`src/rtl/lsu_mem_stage.sv`:
```
// Load/store unit MEM stage: issues one data-memory access at a time over a
// req/gnt/rvalid handshake and produces the registered MEM/WB results.

package riscv_pkg;
  typedef enum logic [3:0] {
    LSU_NONE, LSU_LB, LSU_LH, LSU_LW, LSU_LD, LSU_LBU, LSU_LHU, LSU_LWU,
    LSU_SB, LSU_SH, LSU_SW, LSU_SD
  } lsu_op_t;
endpackage

module lsu_mem_stage
  import riscv_pkg::*;
(
  input  logic          clk,
  input  logic          rst,
  input  logic [63:0]   alu_result_i,
  input  logic [63:0]   store_data_i,
  input  logic [4:0]    rd_addr_i,
  input  logic          reg_write_i,
  input  logic          mem_to_reg_i,
  input  lsu_op_t       lsu_op_i,
  input  logic          mem_read_i,
  input  logic          mem_write_i,
  output logic          dmem_req_o,
  output logic          dmem_we_o,
  output logic [63:0]   dmem_addr_o,
  output logic [63:0]   dmem_wdata_o,
  output logic [7:0]    dmem_be_o,
  input  logic          dmem_gnt_i,
  input  logic          dmem_rvalid_i,
  input  logic [63:0]   dmem_rdata_i,
  output logic          stall_o,
  output logic          misaligned_o,
  output logic [63:0]   wb_data_o,
  output logic [4:0]    rd_addr_o,
  output logic          reg_write_o
);

  typedef enum logic [1:0] {IDLE, REQ, WAIT} state_t;

  state_t      state, state_next;
  logic        mem_op, mis, issue;
  logic [2:0]  off;
  logic [7:0]  size_mask;
  logic [63:0] shifted, load_result;
  logic        unused_mem_to_reg;

  assign mem_op            = mem_read_i | mem_write_i;
  assign off               = alu_result_i[2:0];
  assign issue             = (state == IDLE) & mem_op & !mis;
  assign unused_mem_to_reg = mem_to_reg_i;

  always_comb begin
    size_mask = 8'h00;
    mis       = 1'b0;
    case (lsu_op_i)
      LSU_LB, LSU_LBU, LSU_SB: size_mask = 8'h01;
      LSU_LH, LSU_LHU, LSU_SH: begin size_mask = 8'h03; mis = off[0];    end
      LSU_LW, LSU_LWU, LSU_SW: begin size_mask = 8'h0F; mis = |off[1:0]; end
      LSU_LD, LSU_SD:          begin size_mask = 8'hFF; mis = |off;      end
      default: ;
    endcase
  end

  always_ff @(posedge clk) begin
    if (rst) state <= IDLE;
    else     state <= state_next;
  end

  always_comb begin
    state_next = state;
    case (state)
      IDLE:    if (issue) state_next = dmem_gnt_i ? WAIT : REQ;
      REQ:     if (dmem_gnt_i) state_next = WAIT;
      WAIT:    if (dmem_rvalid_i) state_next = IDLE;
      default: state_next = IDLE;
    endcase
  end

  // Request fields come straight from the held EX/MEM inputs, so they stay put in REQ.
  always_comb begin
    dmem_req_o   = !rst & (issue | (state == REQ));
    stall_o      = !rst & (issue | (state == REQ) | ((state == WAIT) & !dmem_rvalid_i));
    dmem_we_o    = !rst & mem_write_i;
    dmem_addr_o  = {alu_result_i[63:3], 3'b000};
    dmem_be_o    = rst ? 8'h00 : (size_mask << off);
    dmem_wdata_o = (rst | !mem_write_i) ? 64'd0 : (store_data_i << {off, 3'b000});
  end

  assign shifted = dmem_rdata_i >> {off, 3'b000};

  always_comb begin
    load_result = shifted;
    case (lsu_op_i)
      LSU_LB:  load_result = {{56{shifted[7]}},  shifted[7:0]};
      LSU_LH:  load_result = {{48{shifted[15]}}, shifted[15:0]};
      LSU_LW:  load_result = {{32{shifted[31]}}, shifted[31:0]};
      LSU_LBU: load_result = {56'd0, shifted[7:0]};
      LSU_LHU: load_result = {48'd0, shifted[15:0]};
      LSU_LWU: load_result = {32'd0, shifted[31:0]};
      default: load_result = shifted;
    endcase
  end

  // Stalled cycles insert a bubble; a misaligned access drops its writeback.
  always_ff @(posedge clk) begin
    if (rst) begin
      wb_data_o    <= 64'd0;
      rd_addr_o    <= 5'd0;
      reg_write_o  <= 1'b0;
      misaligned_o <= 1'b0;
    end else begin
      misaligned_o <= (state == IDLE) & mem_op & mis;
      if (stall_o) begin
        reg_write_o <= 1'b0;
      end else if ((state == WAIT) & dmem_rvalid_i) begin
        wb_data_o   <= mem_read_i ? load_result : alu_result_i;
        rd_addr_o   <= rd_addr_i;
        reg_write_o <= reg_write_i & mem_read_i;
      end else if ((state == IDLE) & !mem_op) begin
        wb_data_o   <= alu_result_i;
        rd_addr_o   <= rd_addr_i;
        reg_write_o <= reg_write_i;
      end else begin
        reg_write_o <= 1'b0;
      end
    end
  end

endmodule

```
`config.mk`:
```
export PLATFORM = sky130hd
export DESIGN_NAME = lsu_mem_stage
export DESIGN_NICKNAME = d
export VERILOG_FILES = /design/src/rtl/lsu_mem_stage.sv
export SDC_FILE = /design/constraint.sdc
export NUM_CORES = 1
export LEC_CHECK = 0
export BUFFER_PORTS_ARGS = -buffer_cell sky130_fd_sc_hd__buf_2
export CORE_AREA = 2 2 163 165
export DETAILED_ROUTE_END_ITERATION = 6
export DIE_AREA = 0 0 165 167
export HOLD_SLACK_MARGIN = 0.05
export PLACE_DENSITY_LB_ADDON = 0.3
export SLEW_MARGIN = 20
export SYNTH_ARGS = -nofsm -noshare
export SYNTH_HDL_FRONTEND = slang
export SYNTH_SLANG_ARGS = --single-unit
```
`constraint.sdc`:
```
create_clock -name clk -period 3 [get_ports clk]
set_input_delay 0 -clock clk [delete_from_list [all_inputs] [get_ports clk]]
set_output_delay 0 -clock clk [all_outputs]
set_load 0.01 [all_outputs]
```
Word level (Yosys, flattened, before mapping):

Index checks and enable logic that the tools add are counted.

* multiplexer cells: 17
* shifts and indexed selects: 3
* bitwise gates (word level): 15
* eq/ne operators: 16
* reductions and logical operators: 16

Operators by type and width (number)
* 64-bit case mux with 6 select lines: 1
* 64-bit 2-to-1 mux: 4
* 64-bit by 6-bit left shift with 64-bit output: 1
* 64-bit by 6-bit >> shifter with 64-bit output: 1
* 8-bit case mux with 4 select lines: 1
* 4-bit by 3-bit equality test with 1-bit output, second input constant: 4
* 4-bit equality test, second input constant: 4
* 3-bit OR reduction: 4
* 1-bit AND: 10
* 5-bit 2-to-1 mux: 2
* 4-bit by 2-bit equality test with 1-bit output, second input constant: 2
* 2-bit 2-to-1 mux: 4
* 8-bit 2-to-1 mux: 1
* 8-bit by 3-bit left shift with 8-bit output: 1
* 2-bit inequality test, second input constant: 3
* 2-bit case mux with 3 select lines: 1
* 2-bit OR reduction: 3
* 1-bit logical NOT: 5
* 4-bit by 1-bit equality test with 1-bit output, second input constant: 1
* 1-bit bitwise OR: 4
* 1-bit case mux with 3 select lines: 1
* 3-bit AND reduction: 1
* 2-bit by 1-bit equality test with 1-bit output, second input constant: 1
* 2-bit equality test, second input constant: 1
* other kinds (5): 6

* output and inout bits: 210
* flip-flop bits (word level): 73
* input port bits: 209
* logic and storage cells: 72

Depth between registers and ports, before layout:

Gate-level depths: netlist of the first run.

* word-level depth: 10
* mapped depth: 9
* mapped depth without buffers: 6

Worst setup path before layout of the first run:

No wires, ideal clock.

* path type: register to register
* start: register state[1]
* end: register wb_data_o[62]
* data required time: 2.864 ns
* setup slack: 1.143 ns
* library setup time: 0.136 ns
* period minus slack after synthesis: 1.857 ns
* buffers on the path: 4
* stages on the path, launching flop included: 9
* arrival: 1.721 ns
* cell sequence: dfxtp_1 > buf_2 > or3_4 > a21o_1 > clkbuf_1 > buf_2 > buf_2 > a21oi_1 > o32ai_2

* word-level cells in the longest chain between the ends: 8
* elaborated cells between the ends (all ways): 15
* those cells by class: eq/ne: 2; mux: 1; bitwise: 9; reduce/logical: 3

Ends and longest elaborated chain
* start, declared: line 41 `state_t state, state_next;`
* start signal, assigned: line 67 `else state <= state_next;`
* 2-bit logical NOT: line 50, 120
* 1-bit AND (2 in series): line 50 `assign issue = (state == IDLE) & mem_op & !mis;`
* 1-bit bitwise OR (2 in series): line 83 `stall_o = !rst & (issue | (state == REQ) | ((state == WAIT) & !dmem_rvalid_i));`
* 1-bit AND: line 83
* 1-bit inverter (no line)
* 2-bit AND reduction (no line)
* end signal, assigned: line 117 `wb_data_o <= mem_read_i ? load_result : alu_result_i;`
* end signal, assigned: line 121 `wb_data_o <= alu_result_i;`
* end, declared: line 34 `output logic [63:0] wb_data_o,`

Several ways; a longest one is shown, not always the timed one.
A chain may end at the register's enable or synchronous reset.

Worst setup path in the final report of the first run:

* start: input port alu_result_i[1]
* end: output port dmem_wdata_o[37]

* word-level cells in the longest chain between the ends: 2

Ends and longest elaborated chain
* start, declared: line 16 `input logic [63:0] alu_result_i,`
* 64-bit by 6-bit left shift with 64-bit output: line 87 `dmem_wdata_o = (rst | !mem_write_i) ? 64'd0 : (store_data_i << {off, 3'b000});`
* 64-bit 2-to-1 mux: line 87
* end, declared: line 27 `output logic [63:0] dmem_wdata_o,`

No other way between the ends.

==> impl_metrics.env, run 1 <==
export IMPL_min_to="wb_data_o[10]"
export IMPL_cp_max_fo=42
export IMPL_insertion_delay_ns=0.35
export IMPL_coreArea_mm2=0.0258
export IMPL_seq_area_frac_synth_pct=18.0
export IMPL_layout_drive_gt1_share_pct=43.4
export IMPL_grtUsageTotal_pct=25.0
export IMPL_min_from="alu_result_i[10]"
export IMPL_place_inst=1617
export IMPL_layoutNonFillerInstCount=1675
export IMPL_p_leak_nw=4.72
export IMPL_power_frac_seq_pct=30.1
export IMPL_cp_required_ns=3.00
export IMPL_worstReg2RegStart="state[1]"
export IMPL_clk_pin_slew_ns=0.06
export IMPL_reg2reg_to="wb_data_o[10]"
export IMPL_rsz0062_at_grt="false"
export IMPL_tritoncts="done"
export IMPL_htreeDepth=3
export IMPL_finalHoldViolations=0
export IMPL_place_area_mm2=0.00991
export IMPL_gp_congestion=0.941
export IMPL_ant_nets=0
export IMPL_pwr_share_clk_pct=29.8
export IMPL_clockBufferDepth=2
export IMPL_rr_worst_depth=6
export IMPL_max_cap_violations=0
export IMPL_finClkSkew_ns=0.0114
export IMPL_die_width_um=165
export IMPL_status="finished clean"
export IMPL_grt_start_max_net_pins=125
export IMPL_r2r_slack_ns=0.72
export IMPL_tightest_slew_ns=1.01
export IMPL_area_growth_pct=29.8
export IMPL_final_setup_tns_ns=0
export IMPL_die_h_um=167
export IMPL_swShare_pct=37.6
export IMPL_numCtsBuffers=9
export IMPL_fmax_ghz=0.423
export IMPL_num_rows=59
export IMPL_grt_ovfl_total=0
export IMPL_setup_viol_count_final=0
export IMPL_final_cell_mix="411 x buf_2, 122 x nand2_1, 83 x o21ai_0"
export IMPL_ys_async_sr_fraction_pct=0
export IMPL_critical_path_class="in -> out"
export IMPL_grt_pass1_vias=8583
export IMPL_num_vias=9369
export IMPL_die_area_mm2=0.0276
export IMPL_synthDistinctLibCells=62
export IMPL_ioPinCount=419
export IMPL_cts_resized=0
export IMPL_slew_headroom_pct=31.9
export IMPL_slew_viol_final=0
export IMPL_vias_per_cell=5.59
export IMPL_cts_hold_buf=30
export IMPL_min_delay_path_depth=3
export IMPL_period_share_pct=78.9
export IMPL_cts_root_buf="clkbuf_16"
export IMPL_synth_cells=1006
export IMPL_start_kind="input pin"
export IMPL_grt_pass1_wl_um=52500
export IMPL_power_density_mw_per_mm2=342
export IMPL_hold_class="in -> reg"
export IMPL_dominantRegCellSynth="dfxtp_1"
export IMPL_period_needed_ns=2.37
export IMPL_avgSynthCellArea_um2=8.07
export IMPL_end_kind="output port"
export IMPL_layout_commonest_cell="buf_2"
export IMPL_post_cts_buffers=0
export IMPL_dp_hpwl_um=27500
export IMPL_p_int_mw=2.25
export IMPL_grt_antenna_before_repair=14
export IMPL_dr_pass1_iters=5
export IMPL_p_switching_mw=1.35
export IMPL_cts_sinks=73
export IMPL_drt_total_wl_um=36300
export IMPL_start_util_pct=31.5
export IMPL_syn_area_mm2=0.00812
export IMPL_drtIter0Drc=777
export IMPL_timing_critical_path_arrival_ns=2.37
export IMPL_post_drt_wl_per_cell_um=21.7
export IMPL_synth_edf_count=0
export IMPL_drc_errors=0
export IMPL_yosysWarningCount=0
export IMPL_nNetsFinal=1532
export IMPL_ir_worst_vdd_uv=212
export IMPL_port_buffers=414
export IMPL_p_comb_share_pct=40.1
export IMPL_design_area_mm2=0.0105
export IMPL_yosys_register_bits=73
-- power groups by stage --
| stage | Clock (mW) | Sequential, mW | Combinational (mW) |
|---|---|---|---|
| 6_report | 1.07 | 1.08 | 1.44 |
| 5_1_grt | 1.13 | 1.09 | 1.56 |
| 4_1_cts | 1.10 | 1.08 | 1.44 |
| 3_5_place_dp | 0 | 1.10 | 1.40 |
| 3_3_place_gp | 0 | 1.10 | 1.39 |
| 2_1_floorplan | 0 | 1.13 | 0.860 |
-- cell type report --
class,count,area [um2]
Sequential cell,73,1460
Fill cell,2697,15200
Antenna cell,12,30.0
Inverter,7,26.3
Multi-Input combinational cell,762,5710
Timing Repair Buffer,470,2600
Clock buffer,10,239
Tap cell,335,419
Clock inverter,6,50.0
-- worst max-delay path by stage --
stage                         start               end  slack, ns  cells after the start
global placement    alu_result_i[1]     wb_data_o[32]       0.51                      8
global route        alu_result_i[1]  dmem_wdata_o[37]       0.41                      9
CTS                 alu_result_i[1]  dmem_wdata_o[37]       0.63                      9
finish              alu_result_i[1]  dmem_wdata_o[37]       0.63                      9
detailed placement  alu_result_i[1]     wb_data_o[32]       0.48                      8
floorplan                  state[1]     wb_data_o[62]       1.14                      8
-- registers in the layout, indices dropped and copies added (netlist names) --
name,flops
state,2
wb_data_o,64
rd_addr_o,5
misaligned_o,1
reg_write_o,1
-- per-layer routing --
layer / GRT usage (%) / share of wire, %
met1: 34.8 / 44
met2: 39.1 / 47
met4: 8.24 / 2.3
met5: 0 / 0.094
met3: 4.41 / 6.6
-- cell usage after synthesis, types with 29 or more instances --
cell,instances,area [um2]
a21oi_1,56,280
a221oi_2,29,435
a22oi_1,40,300
buf_2,29,145
buf_4,70,526
clkbuf_1,54,203
dfxtp_1,73,1460
mux2_2,38,428
mux2i_1,81,811
mux4_2,33,743
nand2_1,122,458
nor2_1,69,259
o21ai_0,83,415
-- logic make-up (layout without fill, tap and decap cells) --
logic type | after synthesis | after routing | synth area share [%]
muxes | 152 | 152 | 24.4
and+or+nand+nor | 292 | 292 | 16.7
other | 1 | 15 | 0.0462
DFF | 73 | 73 | 18.0
buffers and inverters | 173 | 493 | 12.1
AOI/OAI and AO/OA | 315 | 315 | 28.7
-- worst max-delay path, stage by stage --
cell and delay (ns):
buf_4 0.31, buf_4 0.51, inv_2 0.28, nor2_1 0.43
buf_4 0.27, a22oi_1 0.10, o22a_1 0.19, nor2_1 0.10
buf_2 0.14
-- through the flow --
| stage | total power [mW] | util, % | hold WS [ns] | setup slack [ns] |
|---|---|---|---|---|
| after global routing | 3.78 | 40.9 | 0.0727 | 0.410 |
| after CTS | 3.62 | 40.8 | 0.0528 | 0.626 |
| final | 3.60 | 40.9 | 0.0511 | 0.633 |
| after floorplan | 1.99 | - | 0.0787 | 1.14 |
| after detailed placement | 2.51 | 38.5 | 0.195 | 0.476 |
| after global placement | 2.50 | 38.5 | 0.197 | 0.509 |
No activity file was read; power rests on OpenSTA's default activity.
==> run 2, diff against run 1 <==
==> constraint.sdc (replaced) <==
create_clock -name clk -period 1.9 [get_ports clk]
set_input_delay 0 -clock clk [delete_from_list [all_inputs] [get_ports clk]]
set_output_delay 0 -clock clk [all_outputs]
set_load 0.01 [all_outputs]
==> run 2 against run 1 <==
Sequential power increased by 58%; largest cell class unchanged; largest power group unchanged; via count grew 2.4%; total power rose by 65%; hold slack got worse by 0.0061 ns; clock skew decreased by 0.0036 ns; first-iteration DRC count grew 5.9%; critical endpoint is now wb_data_o[54].
==> impl_metrics.env, run 2 (synthesis results as in run 1) <==
export IMPL_status="finished clean"
export IMPL_layout_commonest_cell="buf_2"
export IMPL_drtIter0Drc=823
export IMPL_hold_class="in -> reg"
export IMPL_setup_viol_count_final=0
export IMPL_clockBufferDepth=2
export IMPL_cp_cell_sequence="or3_4 > a21oi_4 > buf_12 > clkbuf_16 > o21ai_0 > a221oi_2"
export IMPL_ir_worst_vdd_uv=354
export IMPL_tightest_slew_ns=0.982
export IMPL_fillers=2633
export IMPL_slew_headroom_pct=34.3
export IMPL_coreArea_mm2=0.0258
export IMPL_dp_hpwl_um=28700
export IMPL_grt_start_max_net_pins=47
export IMPL_grt_ovfl_total=0
export IMPL_post_drt_wl_per_cell_um=21.4
export IMPL_cts_sinks=73
export IMPL_final_setup_tns_ns=0
export IMPL_die_area_mm2=0.0276
export IMPL_fmax_ghz=0.545
export IMPL_nNetsFinal=1583
export IMPL_finClkSkew_ns=0.00779
export IMPL_die_h_um=167
export IMPL_htreeDepth=3
export IMPL_grt_pass1_vias=9049
export IMPL_period_share_pct=96.5
export IMPL_start_kind="register"
export IMPL_gp_congestion=0.927
export IMPL_grtUsageTotal_pct=25.3
export IMPL_multi_input_area_mm2=0.00572
export IMPL_drc_errors=0
export IMPL_crit_path_max_incr_delay_ns=0.42
export IMPL_num_vias=9591
export IMPL_cp_required_ns=2.17
export IMPL_cts_root_buf="clkbuf_16"
export IMPL_place_inst=1666
export IMPL_layoutNonFillerInstCount=1724
export IMPL_max_cap_violations=0
export IMPL_grt_pass1_wl_um=53200
export IMPL_slew_viol_final=0
export IMPL_rsz0062_at_grt="true"
export IMPL_finalHoldViolations=0
export IMPL_top_regs="wb_data_o: 64 flops, rd_addr_o: 5 flops, state: 2 flops"
export IMPL_place_area_mm2=0.0104
export IMPL_timing_critical_path_arrival_ns=2.10
export IMPL_ioPinCount=419
export IMPL_grt_antenna_before_repair=12
export IMPL_power_density_mw_per_mm2=536
export IMPL_layout_drive_gt1_share_pct=45.7
export IMPL_largest_reg_flops=64
export IMPL_cp_slowest_cell="or3_4"
export IMPL_num_rows=59
export IMPL_p_leak_nw=5.02
export IMPL_drt_total_wl_um=36900
export IMPL_final_cell_mix="411 x buf_2, 122 x nand2_1, 83 x o21ai_0"
export IMPL_port_buffers=414
export IMPL_seqCellArea_mm2=0.00146
export IMPL_cp_max_fo=23
export IMPL_end_kind="register"
export IMPL_insertion_delay_ns=0.35
export IMPL_largest_register="wb_data_o"
export IMPL_start_util_pct=31.5
export IMPL_tritoncts="done"
export IMPL_holdWs_ns=0.0450
export IMPL_area_growth_pct=36.5
export IMPL_vias_per_cell=5.56
export IMPL_final_util_pct=43.0
export IMPL_ant_nets=0
export IMPL_period_needed_ns=1.83
export IMPL_dr_pass1_iters=5
export IMPL_numCtsBuffers=9
export IMPL_critical_path_class="reg -> reg"
export IMPL_clk_pin_slew_ns=0.07
export IMPL_design_area_mm2=0.0111
export IMPL_die_width_um=165
run 2: changes by cell type in the layout (fill, tap and decap cells not counted), sizes merged:
| cell | delta |
|---|---|
| clkinv | -1 |
| buf | +50 |
| bufinv | +1 |
| diode | -2 |
| clkinvlp | +1 |
run 2: report_power, final:
part	internal, mW	leakage, nW	switching (mW)
logic	1.09	4.28	1.34
clock network	1.03	0.139	0.771
registers	1.64	0.597	0.0713
total	3.76	5.02	2.18
run 2: final cells by class:
| class | instances | share of cell area, % |
|---|---|---|
| well taps | 335 | 3.78 |
| flip-flops and latches | 73 | 13.2 |
| diodes | 10 | 0.226 |
| clock inverters | 7 | 0.712 |
| multi-input cells | 762 | 51.6 |
| clock buffers | 9 | 2.03 |
| inverters | 7 | 0.237 |
| repair buffers | 521 | 28.2 |
run 2: metal layers:
| layer | up-vias | part of all wire [%] | global-route usage (%) |
|---|---|---|---|
| met2 | 480 | 47 | 41.0 |
| met4 | 4 | 1.7 | 6.88 |
| met5 | - | 0.060 | 0 |
| met3 | 49 | 7.6 | 4.06 |
| li1 | 4458 | - | - |
| met1 | 4600 | 43 | 34.5 |
run 2: metrics by stage:
step           worst slack, ns  power, mW
2_1_floorplan           0.0430       3.14
3_3_place_gp             0.100       4.05
3_5_place_dp            0.0842       4.07
4_1_cts                 0.0763       5.91
5_1_grt               -0.00260       6.22
6_report                0.0667       5.94
run 2: final timing paths:
check | from | to | slack [ns] | cells past startpoint
max | state[1] | wb_data_o[54] | 0.07 | 6
min | alu_result_i[32] | wb_data_o[32] | 0.04 | 3
max reg2reg | state[1] | wb_data_o[54] | 0.07 | 6
min reg2reg | rd_addr_o[0] | rd_addr_o[0] | 0.45 | 2
run 2: repair_timing:
action / 4_1_cts / 5_1_grt
hold endpoints to repair: 29 / 0
setup endpoints to repair: 0 / 5
buffers inserted: 0 / 1
hold buffers: 30 / 0
gates resized for setup: 0 / 4
run 2: worst max-delay path, delay by kind of cell, from the launching register on:
| family | cells | cell delay, ns |
|---|---|---|
| AND/OR/NAND/NOR | 1 | 0.42 |
| AO/OA/AOI/OAI | 3 | 0.64 |
| flip-flops | 1 | 0.33 |
| buffers and inverters | 2 | 0.33 |
